$ cat config.mk
export PLATFORM = sky130hd
export DESIGN_NAME = pipe_perf_monitor_flat
export DESIGN_NICKNAME = d
export VERILOG_FILES = /design/src/rtl/perf_mon_pkg.sv /design/src/rtl/pipe_perf_monitor_if.sv /design/src/rtl/perf_counter.sv /design/src/rtl/pipe_perf_monitor.sv /design/src/flat_wrapper.sv
export SDC_FILE = /design/constraint.sdc
export NUM_CORES = 1
export LEC_CHECK = 0
export CORE_MARGIN = 1.5
export CORE_UTILIZATION = 50
export CTS_BUF_LIST = sky130_fd_sc_hd__clkbuf_16
export DETAILED_ROUTE_END_ITERATION = 10
export GPL_ROUTABILITY_DRIVEN = 0
export PLACE_DENSITY = 0.8
export SLEW_MARGIN = 20
export SYNTH_ARGS = -nofsm -noshare
export SYNTH_HDL_FRONTEND = slang
export SYNTH_SLANG_ARGS = --single-unit
export TNS_END_PERCENT = 30
$ cat constraint.sdc
create_clock -name clk_i -period 3.7 [get_ports clk_i]
set_input_delay 0.37 -clock clk_i [delete_from_list [all_inputs] [get_ports clk_i]]
set_output_delay 0.37 -clock clk_i [all_outputs]
set_load 0.02 [all_outputs]
$ cat src/rtl/perf_mon_pkg.sv
// Shared types and select constants for the pipeline performance monitor.
package perf_mon_pkg;

    typedef enum logic [1:0] {
        ST_IDLE   = 2'd0,
        ST_RUN    = 2'd1,
        ST_HALTED = 2'd2
    } state_t;

    localparam int SEL_CYCLE    = 0;
    localparam int EVT_SEL_BASE = 1;

endpackage

$ cat src/rtl/pipe_perf_monitor_if.sv
// Counter read port of the performance monitor, grouped as one interface.
interface pipe_perf_monitor_if #(
    parameter int CNT_W = 32,
    parameter int SEL_W = 4
);
    // rd_req_i is a one-cycle strobe sampled on every rising edge with no
    // back-pressure; each accepted strobe yields exactly one rd_ack_o pulse on
    // the following edge, carrying rd_data_o/rd_err_o for that request.
    logic             rd_req_i;
    logic [SEL_W-1:0] rd_sel_i;
    logic             rd_ack_o;
    logic [CNT_W-1:0] rd_data_o;
    logic             rd_err_o;

    modport master (
        output rd_req_i, rd_sel_i,
        input  rd_ack_o, rd_data_o, rd_err_o
    );

    modport slave (
        input  rd_req_i, rd_sel_i,
        output rd_ack_o, rd_data_o, rd_err_o
    );

endinterface

$ cat src/rtl/perf_counter.sv
// Single event counter with synchronous clear.
// PERF_SATURATE_EN selects saturation with a sticky overflow flag; otherwise it wraps.
module perf_counter
    import perf_mon_pkg::*;
#(
    parameter int CNT_W = 32
) (
    input  logic             clk_i,
    input  logic             rst_i,
    input  logic             clr,
    input  logic             inc,
    output logic [CNT_W-1:0] cnt,
    output logic             ovf
);

`ifdef PERF_SATURATE_EN
    always_ff @(posedge clk_i or negedge rst_i) begin
        if (!rst_i) begin
            cnt <= '0;
            ovf <= 1'b0;
        end else if (clr) begin
            cnt <= '0;
            ovf <= 1'b0;
        end else if (inc) begin
            if (&cnt) begin
                ovf <= 1'b1;
            end else begin
                cnt <= cnt + CNT_W'(1);
            end
        end
    end
`else
    always_ff @(posedge clk_i or negedge rst_i) begin
        if (!rst_i) begin
            cnt <= '0;
        end else if (clr) begin
            cnt <= '0;
        end else if (inc) begin
            cnt <= cnt + CNT_W'(1);
        end
    end

    assign ovf = 1'b0;
`endif

endmodule

$ cat src/rtl/pipe_perf_monitor.sv
// Run-cycle and event counters with a programmable halt limit and a registered read port.
// PERF_SATURATE_EN (in perf_counter) switches counters from wrapping to saturating.
module pipe_perf_monitor
    import perf_mon_pkg::*;
#(
    parameter int NUM_EVT = 4,
    parameter int CNT_W   = 32,
    parameter int SEL_W   = 4
) (
    input  logic               clk_i,
    input  logic               rst_i,
    input  logic               start_i,
    input  logic               clr_i,
    input  logic [NUM_EVT-1:0] evt_i,
    input  logic [CNT_W-1:0]   limit_i,
    output logic               halt_o,
    output logic               running_o,
    output logic               ovf_o,
    output state_t             state_o,
    pipe_perf_monitor_if.slave rd
);

    localparam int NUM_CNT = NUM_EVT + 1;

    state_t           state_q, state_d;
    logic             run;
    logic [NUM_CNT-1:0] inc_vec, ovf_vec;
    logic [CNT_W-1:0] cnt_arr [NUM_CNT];
    logic [CNT_W-1:0] cyc_next, sel_data;
    logic             sel_ok;

    assign run = (state_q == ST_RUN);

    for (genvar k = 0; k < NUM_CNT; k++) begin : g_cnt
        if (k == SEL_CYCLE) begin : g_cyc
            assign inc_vec[k] = run;
        end else begin : g_evt
            assign inc_vec[k] = run & evt_i[k-EVT_SEL_BASE];
        end
        perf_counter #(.CNT_W(CNT_W)) u_cnt (
            .clk_i (clk_i),
            .rst_i (rst_i),
            .clr   (clr_i),
            .inc   (inc_vec[k]),
            .cnt   (cnt_arr[k]),
            .ovf   (ovf_vec[k])
        );
    end

    // A saturated cycle counter yields cyc_next == 0, which never matches a non-zero limit.
    assign cyc_next = cnt_arr[SEL_CYCLE] + CNT_W'(1);

    always_ff @(posedge clk_i or negedge rst_i) begin
        if (!rst_i) state_q <= ST_IDLE;
        else        state_q <= state_d;
    end

    always_comb begin
        state_d = state_q;
        unique case (state_q)
            ST_IDLE:   if (start_i) state_d = ST_RUN;
            ST_RUN: begin
                if ((limit_i != '0) && (cyc_next == limit_i)) state_d = ST_HALTED;
                else if (!start_i)                            state_d = ST_IDLE;
            end
            ST_HALTED: state_d = ST_HALTED;
            default:   state_d = ST_IDLE;
        endcase
        if (clr_i) state_d = ST_IDLE;
    end

    assign running_o = (state_q == ST_RUN);
    assign halt_o    = (state_q == ST_HALTED);
    assign state_o   = state_q;
    assign ovf_o     = |ovf_vec;

    always_comb begin
        sel_data = '0;
        for (int k = 0; k < NUM_CNT; k++) begin
            if (rd.rd_sel_i == SEL_W'(k)) sel_data = cnt_arr[k];
        end
    end

    assign sel_ok = (int'(rd.rd_sel_i) < NUM_CNT);

    // Data is captured from the pre-increment counter value, so a read issued
    // alongside an event or a clear reports the value before that edge.
    always_ff @(posedge clk_i or negedge rst_i) begin
        if (!rst_i) begin
            rd.rd_ack_o  <= 1'b0;
            rd.rd_data_o <= '0;
            rd.rd_err_o  <= 1'b0;
        end else begin
            rd.rd_ack_o <= rd.rd_req_i;
            if (rd.rd_req_i) begin
                rd.rd_data_o <= sel_data;
                rd.rd_err_o  <= !sel_ok;
            end else begin
                rd.rd_err_o  <= 1'b0;
            end
        end
    end

endmodule

$ cat src/flat_wrapper.sv
// flat-port wrapper written by rule: the top's interface ports become plain ports
module pipe_perf_monitor_flat import perf_mon_pkg::*;
#(
    parameter int NUM_EVT = 4,
    parameter int CNT_W   = 32,
    parameter int SEL_W   = 4
)
  (clk_i, rst_i, start_i, clr_i, evt_i, limit_i, halt_o, running_o, ovf_o, state_o, rd_rd_req_i, rd_rd_sel_i, rd_rd_ack_o, rd_rd_data_o, rd_rd_err_o);
  pipe_perf_monitor_if #(.CNT_W(CNT_W), .SEL_W(SEL_W)) rd_i ();
  input  logic clk_i;
  input  logic rst_i;
  input  logic start_i;
  input  logic clr_i;
  input  logic [NUM_EVT-1:0] evt_i;
  input  logic [CNT_W-1:0] limit_i;
  output logic halt_o;
  output logic running_o;
  output logic ovf_o;
  output state_t state_o;
  input wire logic [$bits(rd_i.rd_req_i)-1:0] rd_rd_req_i;
  input wire logic [$bits(rd_i.rd_sel_i)-1:0] rd_rd_sel_i;
  output wire logic [$bits(rd_i.rd_ack_o)-1:0] rd_rd_ack_o;
  output wire logic [$bits(rd_i.rd_data_o)-1:0] rd_rd_data_o;
  output wire logic [$bits(rd_i.rd_err_o)-1:0] rd_rd_err_o;
  assign rd_i.rd_req_i = rd_rd_req_i;
  assign rd_i.rd_sel_i = rd_rd_sel_i;
  assign rd_rd_ack_o = rd_i.rd_ack_o;
  assign rd_rd_data_o = rd_i.rd_data_o;
  assign rd_rd_err_o = rd_i.rd_err_o;
  pipe_perf_monitor #(.NUM_EVT(NUM_EVT), .CNT_W(CNT_W), .SEL_W(SEL_W)) u_core (.clk_i(clk_i), .rst_i(rst_i), .start_i(start_i), .clr_i(clr_i), .evt_i(evt_i), .limit_i(limit_i), .halt_o(halt_o), .running_o(running_o), .ovf_o(ovf_o), .state_o(state_o), .rd(rd_i));
endmodule
# Yosys cells after proc, flatten, opt, wreduce, memory -nomap -nowiden
# Cells that the tools add are included.
# totals
input_bits	45
latchBits	0
register_bits	196
elab_cells	60
mem_bits_rw	0
romBits	0
memories	0
# classes
eq_ne	9
bitwise_logic	4
div_mod_pow	0
reduce_logical	11
magnitude_cmp	1
addsub	5
multipliers	0
mux	21
shift	0
# op_table
op	count
$mux W32	15
$add A32 B1 Y32 const B	5
$eq A32 B32 Y1	1
$reduce_bool A32 Y1	1
$reduce_bool A2 Y1	5
$eq A4 B2 Y1 const B	2
$mux W2	4
$pmux W2 S3	1
$and A1 B1 Y1	4
$eq A4 B1 Y1 const B	1
$eq A4 B3 Y1 const B	1
$logic_not A4 Y1	1
$lt A4 B3 Y1 const B	1
$ne A4 B4 Y1 const B	1
$ne A3 B3 Y1 const B	1
$eq A2 B1 Y1 const B	1
$eq A2 B2 Y1 const B	1
$logic_not A2 Y1	1
$reduce_and A2 Y1	1
$logic_and A1 B1 Y1	1
$logic_not A1 Y1	1
$mux W1	1

# Longest topological paths before layout
# depth
ltp_word	6
depth_mapped	9
depth_no_buf	8

# By module
# A second synthesis with hierarchy kept.
# hier_totals
hier_cells	1427
area_unflattened_um2	12552.0
# modules_own_cells
mod	area_each_um2	n_inst	cells_each
perf_counter	1691.6	5	178
pipe_perf_monitor	4093.9	1	537

# Worst setup path before layout
# OpenSTA, ideal clock, no wires.
# synth_path
kind	register -> register
startpoint	register u_core.g_cnt[0].u_cnt.cnt[0]
endpoint	register u_core.state_q[1] (netlist: u_core.state_o[1])
arrival_ns	2.697
stages_incl_launch_ff	10
setup_slack_ns	0.900
path_buffers	1
setup_ns	0.104
cell_sequence	dfrtp_1 > ha_1 > nand3_4 > or4_4 > buf_6 > nor3_4 > xnor2_1 > or4_1 > or2_0 > o41ai_2
# synth_between
elab_chain_len	6
# synth_rtl
element	line	text
start: declaration	perf_counter.sv:12	output logic [CNT_W-1:0] cnt,
start signal: assignment	perf_counter.sv:39	cnt <= cnt + CNT_W'(1);
$add A32 B1 Y32 *	pipe_perf_monitor.sv:51	assign cyc_next = cnt_arr[SEL_CYCLE] + CNT_W'(1);
$eq A32 B32 Y1 *	pipe_perf_monitor.sv:63	if ((limit_i != '0) && (cyc_next == limit_i)) state_d = ST_HALTED;
$logic_and A1 B1 Y1 *	pipe_perf_monitor.sv:63	
$mux W2	pipe_perf_monitor.sv:63	
$pmux W2 S3	pipe_perf_monitor.sv:60	unique case (state_q)
$mux W2	pipe_perf_monitor.sv:69	if (clr_i) state_d = ST_IDLE;
end signal: assignment	pipe_perf_monitor.sv:55	else state_q <= state_d;
end: declaration	pipe_perf_monitor.sv:25	state_t state_q, state_d;
# Every way passes the cells marked *; elsewhere a longest branch is shown, timed or not.
# A chain may end at the register's enable or synchronous reset.

# Worst setup path in the final report
# Ends and elaborated chain as after synthesis.

==> metrics.yaml <==
critical_path:
  cp-start-kind: "flop"
  critical_path.max_fanout: 10
  worst-endpoint-arrival_ps: 3360
  cp-end-kind: "flop"
  path_class: "reg -> reg"
  required_ps: 4030
floorplan:
  die_w_um: 153
  rows: 54
  start_util_pct: 51.2
  die_area_um2: 23300
  core_um2: 21900
  num_io_pins: 84
  die_y_um: 153
route:
  wire_per_inst_um: 18.2
  wl_um: 28800
  drc_errors: 0
  first_pass_iters: 6
  ant_nets: 0
  drt_iter0_drc: 1081
  viasPerCell: 6.11
  vias: 9672
cells_and_area:
  nets: 1339
  n_fill_cell: 1892
  final_cell_mix: "dfrtp_1 (196), nor2_1 (149), nand2_1 (114)"
  final_core_util_pct: 58.0
  final_area_um2: 12700
  synthToLayoutAreaGrowth_pct: 13.4
  mostFrequentLayoutCell: "dfrtp_1"
  antenna_cells: 0
  drive_gt1_share_pct: 5.61
place:
  dpl_cell_area_um2: 12100
  post-place-ws_ps: 704
  portBuffers: 82
  hpwl_um: 19800
sta:
  max_freq_mhz: 330
  tns_ps: 0
  worstMarginPinSlew_ps: 859
  slew_viol_final: 0
  layout_min_cycle_time_ps: 3030
  maxSlewHeadroom_pct: 42.7
  rsz0062_at_grt: "no"
  hold_viol: 0
  worst_slack_ps: 674
  min_period_over_period_pct: 81.8
  setup_violations: 0
  skew_ps: 13.7
yosys:
  synth.distinct_cells: 62
  synth_nets: 1304
  syn_area_per_cell_um2: 8.93
  synth_seq_area_share_pct: 43.8
  syn-cell-area_um2: 11200
  synthAdderAreaFrac_pct: 0.559
  synth_top_family_by_area: "simple AND/OR/NAND/NOR gates"
  synth-edff-count: 0
  synthXorXnorAreaFrac_pct: 12.0
  synth_top_cell_by_area: "dfrtp_1"
  synth_area_leaders: "dfrtp_1 (44%), xor2_1 (6.9%), xnor2_1 (5.2%), nor2_1 (5.0%), nand2_1 (3.8%)"
  synth-async-reset-ratio_pct: 100
  synth_compound_area_share_pct: 12.4
  ys_ff_latch: 196
  synthMuxAreaShare_pct: 0.279
  yosysWarnings: 0
  synthFlopType: "dfrtp_1"
  yosysTopAreaCellShare_pct: 43.8
  synthSimpleGateAreaFrac_pct: 25.9
  synth_cells: 1254
clock_tree:
  cts_max_level: 4
  cts_sinks: 196
  postCtsSetupBuffers: 0
  clockBufferDepth: 2
  path_clk_slew_ps: 70
  cts_made_buffers: 17
  cts_root_buf: "clkbuf_16"
  worstSkewPairLatency_ps: 440
  cts_tree: "done"
  cts_resized: 0
  holdBufCountCts: 0
global_route:
  grt_pass1_wl_um: 47300
  grt_max_degree: 111
  grt_pass1_vias: 9313
  overflow: 0
  antenna_found_initial: 0
  grt_usage_pct: 25.1
power:
  vdd_drop_max_mv: 0.225
  comb_power_share_pct: 7.1
  p_leak_nw: 5.06
  power.density_nw_per_um2: 344
  p_sw_share_pct: 24.8
  power.total_mw: 4.37
  internal_power_mw: 3.29
  seqPwrFrac_pct: 49.7
  power_switching_mw: 1.08
  p_clk_share_pct: 43.2
status:
  outcome: "finished clean"
min_path:
  hold_path_class: "in -> async"
flow_run:
  max-cap-violations: 0
## kinds of logic (layout without fill, tap and decap cells)
family / count (synthesis) / after routing
buffers and inverters: 122 / 170
and+or+nand+nor: 561 / 561
muxes: 3 / 3
xor gates and xnor gates: 154 / 154
AOI/OAI and AO/OA: 212 / 212
other: 1 / 1
DFF: 196 / 196
adders and majority gates: 5 / 5
## cell usage after synthesis, types with 5 or more instances
cell,count
nor3_1,16
ha_1,5
and4_1,19
buf_6,5
nand2_1,114
or2_2,8
inv_1,45
nor4_1,18
clkbuf_1,57
a21oi_1,49
nor2b_1,9
o211ai_1,34
buf_4,6
o21ai_0,76
nor2_1,149
a222oi_1,32
and3_1,23
dfrtp_1,196
nand2b_1,6
xnor2_1,66
xor2_1,88
and2_1,6
nand3_1,81
nand4_1,44
or3_1,38
## metal layers
layer | wire length (um) | track usage [%] | vias up
li1 | - | - | 4513
met1 | 12300 | 33.8 | 4741
met2 | 13700 | 40.2 | 357
met3 | 1640 | 3.53 | 61
met4 | 1050 | 11.8 | 0
met5 | 0 | 0 | -
## state kept, by name (all words and copies together), names as in the netlist
signal,flops
u_core.g_cnt.u_cnt.cnt,160
u_core.rd.rd_ack_o,1
u_core.rd.rd_data_o,32
u_core.rd.rd_err_o,1
u_core.state_o,2
## final timing paths
check / start / to / slack (ps) / cells after the start
setup / recovery: u_core.g_cnt[0].u_cnt.cnt[0] / u_core.state_o[1] / 670 / 8
hold / removal: rst_i / u_core.g_cnt[0].u_cnt.cnt[6] / 20 / 1
setup reg to reg: u_core.g_cnt[0].u_cnt.cnt[0] / u_core.state_o[1] / 670 / 8
hold reg to reg: u_core.rd.rd_data_o[28] / u_core.rd.rd_data_o[28] / 520 / 2
max in group asynchronous: rst_i / u_core.g_cnt[4].u_cnt.cnt[28] / 2760 / 2
min in group clk_i: rd_rd_req_i / u_core.rd.rd_ack_o / 370 / 1
## through the flow
stage               hold WS (ps)  instances
floorplan                   74.4       1254
global placement             508       1550
detailed placement           513       1550
CTS                         67.2       1582
global route                81.5       1582
finish                      15.4       1582
## worst max-delay path: stages (launching register included)
cell     delay [ps]
dfrtp_1         490
ha_1            320
nand3_4         170
or4_4           610
nor3_4          140
xnor2_1          90
or4_1           560
or2_0           250
o41ai_2         300
## layout make-up
cell class                 instances  area (um^2)  share of cell area [%]
clock buffer                      17          425                    3.35
clock inverter                    15          168                    1.32
inverter                          45          169                    1.33
multi-input combinational        936         5770                    45.4
sequential                       196         4900                    38.6
tap                              280          350                    2.76
timing repair buffer              93          918                    7.23
## power by group through the flow
stage / registers, mW / logic, mW / clock network, mW
floorplan: 2.23 / 0.118 / 0
global placement: 2.22 / 0.307 / 0
detailed placement: 2.22 / 0.311 / 0
CTS: 2.18 / 0.312 / 1.91
global route: 2.18 / 0.339 / 1.99
finish: 2.18 / 0.310 / 1.89
Power figures use the tool's default switching activity.
